===== config.mk =====
export PLATFORM = sky130hd
export DESIGN_NAME = param_fifo
export DESIGN_NICKNAME = d
export VERILOG_FILES = /design/src/rtl/param_fifo.sv
export SDC_FILE = /design/constraint.sdc
export NUM_CORES = 1
export LEC_CHECK = 0
export ABC_AREA = 1
export ABC_CLOCK_PERIOD_IN_PS = 10150
export CELL_PAD_IN_SITES_DETAIL_PLACEMENT = 1
export CELL_PAD_IN_SITES_GLOBAL_PLACEMENT = 2
export CORE_MARGIN = 3
export CORE_UTILIZATION = 44
export CTS_CLUSTER_DIAMETER = 30
export DETAILED_ROUTE_END_ITERATION = 10
export DONT_BUFFER_PORTS = 1
export PLACE_DENSITY = 0.87
export SYNTH_ARGS = -nofsm -noshare
export SYNTH_HDL_FRONTEND = slang
export SYNTH_SLANG_ARGS = --single-unit

===== constraint.sdc =====
create_clock -name clk -period 10.15 [get_ports clk]
set_input_delay 2.03 -clock clk [delete_from_list [all_inputs] [get_ports clk]]
set_output_delay 2.03 -clock clk [all_outputs]
set_load 0.03 [all_outputs]

===== src/rtl/param_fifo.sv =====
// Parametrised single-clock FIFO with occupancy flags, sticky errors and optional FWFT read.
// Read latency 1 cycle (FWFT=0) or 0 (FWFT=1); a write at full is taken only alongside a pop.
module param_fifo #(
  parameter int WIDTH     = 36,
  parameter int DEPTH     = 32,
  parameter int AF_THRESH = 28,
  parameter int AE_THRESH = 4,
  parameter int FWFT      = 0
) (
  input  logic                     clk,
  input  logic                     reset,
  input  logic                     WE,
  input  logic                     RE,
  input  logic [WIDTH-1:0]         write_data,
  input  logic                     clr_err,
  output logic [WIDTH-1:0]         read_data,
  output logic                     read_valid,
  output logic [$clog2(DEPTH):0]   count,
  output logic                     full,
  output logic                     empty,
  output logic                     half_full,
  output logic                     almost_full,
  output logic                     almost_empty,
  output logic                     overflow,
  output logic                     underflow
);

  localparam int AW = $clog2(DEPTH);
  localparam int CW = AW + 1;

  generate
    if (DEPTH < 4 || (DEPTH & (DEPTH - 1)) != 0) begin : g_bad_depth
      $error("param_fifo: DEPTH must be a power of 2 and at least 4");
    end
    if (!(AE_THRESH > 0 && AE_THRESH < AF_THRESH && AF_THRESH < DEPTH)) begin : g_bad_thresh
      $error("param_fifo: thresholds must satisfy 0 < AE_THRESH < AF_THRESH < DEPTH");
    end
  endgenerate

  logic [WIDTH-1:0] mem_q [DEPTH];

  logic [AW-1:0] wr_ptr_q, wr_ptr_d;
  logic [AW-1:0] rd_ptr_q, rd_ptr_d;
  logic [CW-1:0] count_q, count_d;
  logic          full_q, empty_q, half_q, af_q, ae_q;
  logic          ovf_q, ovf_d, unf_q, unf_d;
  logic          rd_acc, wr_acc;

  // A full FIFO can still take a write when a pop frees the head slot in the same cycle.
  assign rd_acc = RE & ~empty_q;
  assign wr_acc = WE & (~full_q | rd_acc);

  always_comb begin
    wr_ptr_d = wr_ptr_q;
    rd_ptr_d = rd_ptr_q;
    if (wr_acc) wr_ptr_d = wr_ptr_q + AW'(1);
    if (rd_acc) rd_ptr_d = rd_ptr_q + AW'(1);
    count_d = count_q + CW'(wr_acc) - CW'(rd_acc);
    ovf_d = clr_err ? 1'b0 : ovf_q;
    unf_d = clr_err ? 1'b0 : unf_q;
    if (WE & ~wr_acc) ovf_d = 1'b1;
    if (RE & ~rd_acc) unf_d = 1'b1;
  end

  always_ff @(posedge clk) begin
    if (!reset) begin
      wr_ptr_q <= '0;
      rd_ptr_q <= '0;
      count_q  <= '0;
      full_q   <= 1'b0;
      empty_q  <= 1'b1;
      half_q   <= 1'b0;
      af_q     <= 1'b0;
      ae_q     <= 1'b1;
      ovf_q    <= 1'b0;
      unf_q    <= 1'b0;
    end else begin
      wr_ptr_q <= wr_ptr_d;
      rd_ptr_q <= rd_ptr_d;
      count_q  <= count_d;
      full_q   <= (count_d == CW'(DEPTH));
      empty_q  <= (count_d == '0);
      half_q   <= (count_d >= CW'(DEPTH / 2));
      af_q     <= (count_d >= CW'(AF_THRESH));
      ae_q     <= (count_d <= CW'(AE_THRESH));
      ovf_q    <= ovf_d;
      unf_q    <= unf_d;
    end
  end

  // Storage carries no reset; stale entries are never visible because the read path is gated by count.
  always_ff @(posedge clk) begin
    if (reset && wr_acc) mem_q[wr_ptr_q] <= write_data;
  end

  generate
    if (FWFT == 0) begin : g_reg_rd
      logic [WIDTH-1:0] rdata_q;
      logic             rvld_q;
      always_ff @(posedge clk) begin
        if (!reset) begin
          rdata_q <= '0;
          rvld_q  <= 1'b0;
        end else begin
          rvld_q <= rd_acc;
          if (rd_acc) rdata_q <= mem_q[rd_ptr_q];
        end
      end
      assign read_data  = rdata_q;
      assign read_valid = rvld_q;
    end else begin : g_fwft_rd
      assign read_data  = empty_q ? '0 : mem_q[rd_ptr_q];
      assign read_valid = ~empty_q;
    end
  endgenerate

  assign count        = count_q;
  assign full         = full_q;
  assign empty        = empty_q;
  assign half_full    = half_q;
  assign almost_full  = af_q;
  assign almost_empty = ae_q;
  assign overflow     = ovf_q;
  assign underflow    = unf_q;

endmodule


# [Word-level counts from Yosys, hierarchy flattened]
# Memory sizes are Yosys's and may differ from the RTL's. A register that Yosys moved wholly into a read port is not among the register bits.
# Index checks and enable logic that the tools add are counted.
[totals] regBits=24 ram_bits=1152 inputBits=41 out_inout_bits=50 word_cells=39 memories=1
[memory_table] name="mem_q" depth=32 width=36 rd=1 rd_ports_with_merged_regs=1 write_ports=1 line_no="40" source="logic [WIDTH-1:0] mem_q [DEPTH];"
[op_classes] add_sub_neg=4 order_cmp=3 eq_ne=1 n_mux=5 bitwise=9 reduce_logical=5
[op_table] cell=">= comparator 6 x 5 -> 1 bit (second input constant)" count=2
[op_table] cell="adder 5 x 1 -> 5 bit (second input constant)" count=2
[op_table] cell="adder 6 x 1 -> 6 bit" count=1
[op_table] cell="equality test 6 bit (second input constant)" count=1
[op_table] cell="less-or-equal comparator 6 x 3 -> 1 bit (second input constant)" count=1
[op_table] cell="logical NOT 6 bit" count=1
[op_table] cell="subtractor 6 x 1 -> 6 bit" count=1
[op_table] cell="two-way mux 1 bit" count=5
[op_table] cell="AND 1 bit" count=4
[op_table] cell="inverter 1 bit" count=4
[op_table] cell="nonzero test 2 bit" count=2
[op_table] cell="logical AND 1 bit" count=1
[op_table] cell="logical NOT 1 bit" count=1
[op_table] cell="OR 1 bit" count=1

# [Logic depth before layout (Yosys ltp)]
[logic_depth] ltp_word=7 mapped_depth=16 ltp_nobuf=15

# [Worst setup path after synthesis]
# No wires, ideal clock.
[synth_path] kind="in2reg" start="in RE" end="mem mem_q[0][0], enable pin" setup_ns=0.429 t_arrival_ns=4.464 required_ns=9.721 setup_slack_ns=5.257 stages=8 n_path_buf=1 cell_sequence="inv_1 -> or2_1 -> buf_2 -> a21boi_4 -> inv_1 -> nor2_4 -> nand2_1 -> nor2_1"
[synth_between] elab_chain_len=6
[synth_lines] element="from (decl)" line_no="13" source="input logic RE,"
[synth_lines] element="AND 1 bit" line_no="50" source="assign rd_acc = RE & ~empty_q;"
[synth_lines] element="OR 1 bit" line_no="51" source="assign wr_acc = WE & (~full_q | rd_acc);"
[synth_lines] element="AND 1 bit" line_no="51"
[synth_lines] element="logical AND 1 bit" line_no="93" source="if (reset && wr_acc) mem_q[wr_ptr_q] <= write_data;"
[synth_lines] element="two-way mux 1 bit" line_no="93"
[synth_lines] element="two-way mux 1 bit (implied by the code)" line_no="93"
[synth_lines] element="to (decl)" line_no="40"
# Every way passes these cells.

# [Worst setup path in the final report]
[layout_path] start="in RE" end="mem mem_q[9][27], enable pin"
# The elaborated chain is that of the path after synthesis.

==> results.txt <==
* Final Slew Violations: 0
- The critical path contains buffers and inverters numbering 4 combined.
- Before CTS, the worst setup slack after placement is 4.55 ns.
- Compound-cell area share of the yosys netlist: 1.72%
- Cells with a size suffix above 1 make up 10.2% of the layout.
* Crit-path max FO: between 40 and 50
- The die covers 0.119 sq mm.
* Footprint of the multi-input gates: 0.0117 sq mm
- Share of the core filled with cells: between 50% and 60%
- Routed WL: 164000 um
* Post-synthesis instance area: approximately 0.050 sq mm
- Number of antenna violations at the first check in global routing: 6
- Area share of and/or/nand/nor cells after synthesis: between 20% and 30%
- Initial Util: 44.6%
- Averaged over all synthesized cells, the footprint is 10.8 sq um.
- Global routing used around 28% of the available tracks.
* Pwr per Cell Area: 259 mW/mm^2
* DRC violation count after routing: 0
- Number of vias per cell: 5.53
* Static leakage power: between 20 and 25 nW
* Most common cell after layout, fill and taps aside: sky130_fd_sc_hd__nand2_1
- In the layout the commonest cells are sky130_fd_sc_hd__nand2_1 (1571), sky130_fd_sc_hd__edfxtp_1 (1152), sky130_fd_sc_hd__nand3_1 (696).
* Run status: finished, final reports clean
- The critical path goes through inv_1, or2_2, buf_4, a21boi_4, inv_1, nor2_4, nand2_1, nor2_4, buf_4.
- Summed over all instances, the cell type with the most area after synthesis is sky130_fd_sc_hd__edfxtp_1.
- Level count of the clock H-tree: 4
- Worst Max-Slew Pin Slew: 1.33 ns
- CTS tree: done
- The longest clock path from root to sink contains 3 buffers.
- In this run the most critical hold path is launched from wr_ptr_q[0].
* Total clock buffers created by CTS: approximately 230
- GRT overflow: 0
- Data on the critical path is required at its endpoint by roughly 11 ns.
* Starting DRT DRC Count: 3512
- The final route contains roughly 36000 vias.
- In this run, synthesis produced a sequential element count of 1212.
- Setup TNS: 0 ns
- Counting every instance in the synthesized netlist gives about 4700.
* Area share of the largest cell type after synthesis: 68.6%
- In this run the standard cell core region covers ~0.11 sq mm.
* Arrival time reported for the critical path endpoint: about 5.3 ns
* Clk sink count: about 1200
- Setup violation total in the final timing report: 0
- The first global-routing pass estimated around 240000 um of wire.
- Of the available clock period, the critical path in the final layout requires 47.7%.
- The slowest stage of the critical path belongs to the cell sky130_fd_sc_hd__nor2_4.
* Number of warnings issued by yosys: 0
- Fmax: 0.207 GHz
- Final hold violation count: 0
- The worst-case IR drop observed on VDD is 0.000191 V.
- Across the routed clock network, the largest skew measured is ~0.062 ns.
- Clock latency on the worst-skew pair, taken at its later pin, is just over 0.8 ns.
- Clock-pin slew was measured on the worst setup and hold paths at about 0.050 ns.
- The floorplan step set the die width to around 340 um.
* Reg2Reg Setup Slack: approximately 6.0 ns
- After synthesis, the netlist uses 29 different library cells.
- The worst pin sits at a relative slew slack of 11.1%.
- The floorplan has about 120 rows.
- Remaining antenna violation count: 0
- The startpoint identified for the worst register-to-register timing path is empty.
- Type of the tightest min-delay check: reg2reg
- Sequential area share after synthesis: 71.0%
- Nets: approximately 4800
* Main area contributors after synthesis: sky130_fd_sc_hd__edfxtp_1 (69%), sky130_fd_sc_hd__nand2_1 (12%), sky130_fd_sc_hd__nand3_1 (6.9%)
- The routed design could run at a clock period as short as 4.84 ns.
- CTS placed an instance of sky130_fd_sc_hd__clkbuf_16 at the clock tree root.
* Area overhead of the layout relative to synthesis: 19.4%
- Port buffering added 0 buffers.
- Critical setup path kind: in2reg
- The number of nets in the synthesized netlist is roughly 4700.
- Area taken by flip-flops and latches: roughly 0.036 sq mm
* Placer's final routability congestion estimate: between 0.8 and 0.9
- Share of cell area taken by muxes after synthesis: 0%
- Across the run, the number of max-cap violations was 0.
* Pre-antenna DRT Iters: 5
* CP max stage delay: between 0.9 and 1 ns
- Largest delay contributor family on the critical path: simple AND/OR/NAND/NOR gates
- The floorplan step set the die height to around 340 um.
* Fillers: around 12000
- Dividing the detail-routed wire length by the instance count gives 25.5 um.
- In the post-route analysis, the smallest setup slack over all paths is around 5.3 ns.
- Summed over all nets, the half-perimeter wirelength after detailed placement is 87600 um.
- Via count of the first global-routing pass: between 30000 and 40000
- CP startpoint kind: input pin
- The number of setup buffers added after CTS is 0.
* Fraction of synthesized cell area in xor and xnor cells: less than 1%
* Post_cts resized: 0
- By area, the combinational part of the netlist is dominated by simple AND/OR/NAND/NOR gates.
- Entering global routing, the biggest net connects slightly below 200 pins.
- Of the total synthesized cell area, the portion taken by full adders, half adders and majority gates is 0.313%.
- Kind of end point of the critical path: flop
- Hold repair after CTS inserted 0 buffers.
* RSZ-0062 raised after global routing: false
* Launch point of the critical path: RE
- I/O pin total: 91
through the flow:
step           power (W)  area, sq um  cells  hold WS [ns]
2_1_floorplan    0.00698        50400   4683         0.475
3_3_place_gp     0.00747        51800   5989         0.508
3_5_place_dp     0.00751        51800   5989         0.536
4_1_cts           0.0156        60200   6427         0.581
5_1_grt           0.0161        60200   6427         0.598
6_report          0.0156        60200   6428         0.590
final cells by class:
| class | count | share of cell area (%) |
|---|---|---|
| repair buffers | 55 | 0.790 |
| flip-flops and latches | 1212 | 59.5 |
| clock inverters | 180 | 4.05 |
| diodes | 1 | 0.00416 |
| multi-input cells | 2723 | 19.5 |
| clock buffers | 258 | 9.91 |
| well taps | 1500 | 3.12 |
| inverters | 499 | 3.15 |
power breakdown:
part | internal [W] | total [W] | leakage, nW | switching [W]
logic | 0.000444 | 0.00171 | 8.80 | 0.00127
clock network | 0.00532 | 0.00811 | 4.00 | 0.00279
registers | 0.00556 | 0.00574 | 10.9 | 0.000182
state kept, by name (all words and copies together) (netlist names):
name	flops
almost_empty	1
almost_full	1
count	6
empty	1
full	1
half_full	1
mem_q	1152
overflow	1
rd_ptr_q	5
read_data	36
read_valid	1
underflow	1
wr_ptr_q	5
cell usage after synthesis (all sizes together):
master and count:
nand3 696, ha 11, nand2 1572, buf 183, o21bai 1, dfxtp 60, o21ai 44, inv 498
nand4 3, or2 2, fa 1, a31oi 1, a21oi 121, nor2 262, edfxtp 1152, clkinv 1
xnor2 1, nor3 2, xor2 4, o211ai 1, clkbuf 66, a21boi 1
cell families (layout without fill, tap and decap cells):
group / Yosys count / in the layout
AOI/OAI and AO/OA: 169 / 169
other: 0 / 1
and+or+nand+nor: 2537 / 2537
adders and majority gates: 12 / 12
DFF: 1212 / 1212
buffers and inverters: 748 / 992
xor gates and xnor gates: 5 / 5
worst paths after layout:
check	endpoint	cells after the start
setup / recovery	mem_q[9][27]	9
hold / removal	wr_ptr_q[0]	1
setup reg to reg	mem_q[9][27]	8
hold reg to reg	wr_ptr_q[0]	1
metal layers:
| metal | global-route usage [%] | wire [um] | up-vias |
|---|---|---|---|
| met5 | 0 | 13 | - |
| met2 | 46.7 | 80400 | 1420 |
| met3 | 5.56 | 12200 | 311 |
| li1 | - | - | 15700 |
| met1 | 35.4 | 65600 | 18100 |
| met4 | 10.7 | 5930 | 2 |
Note: power is estimated with default switching activity, not from simulation.
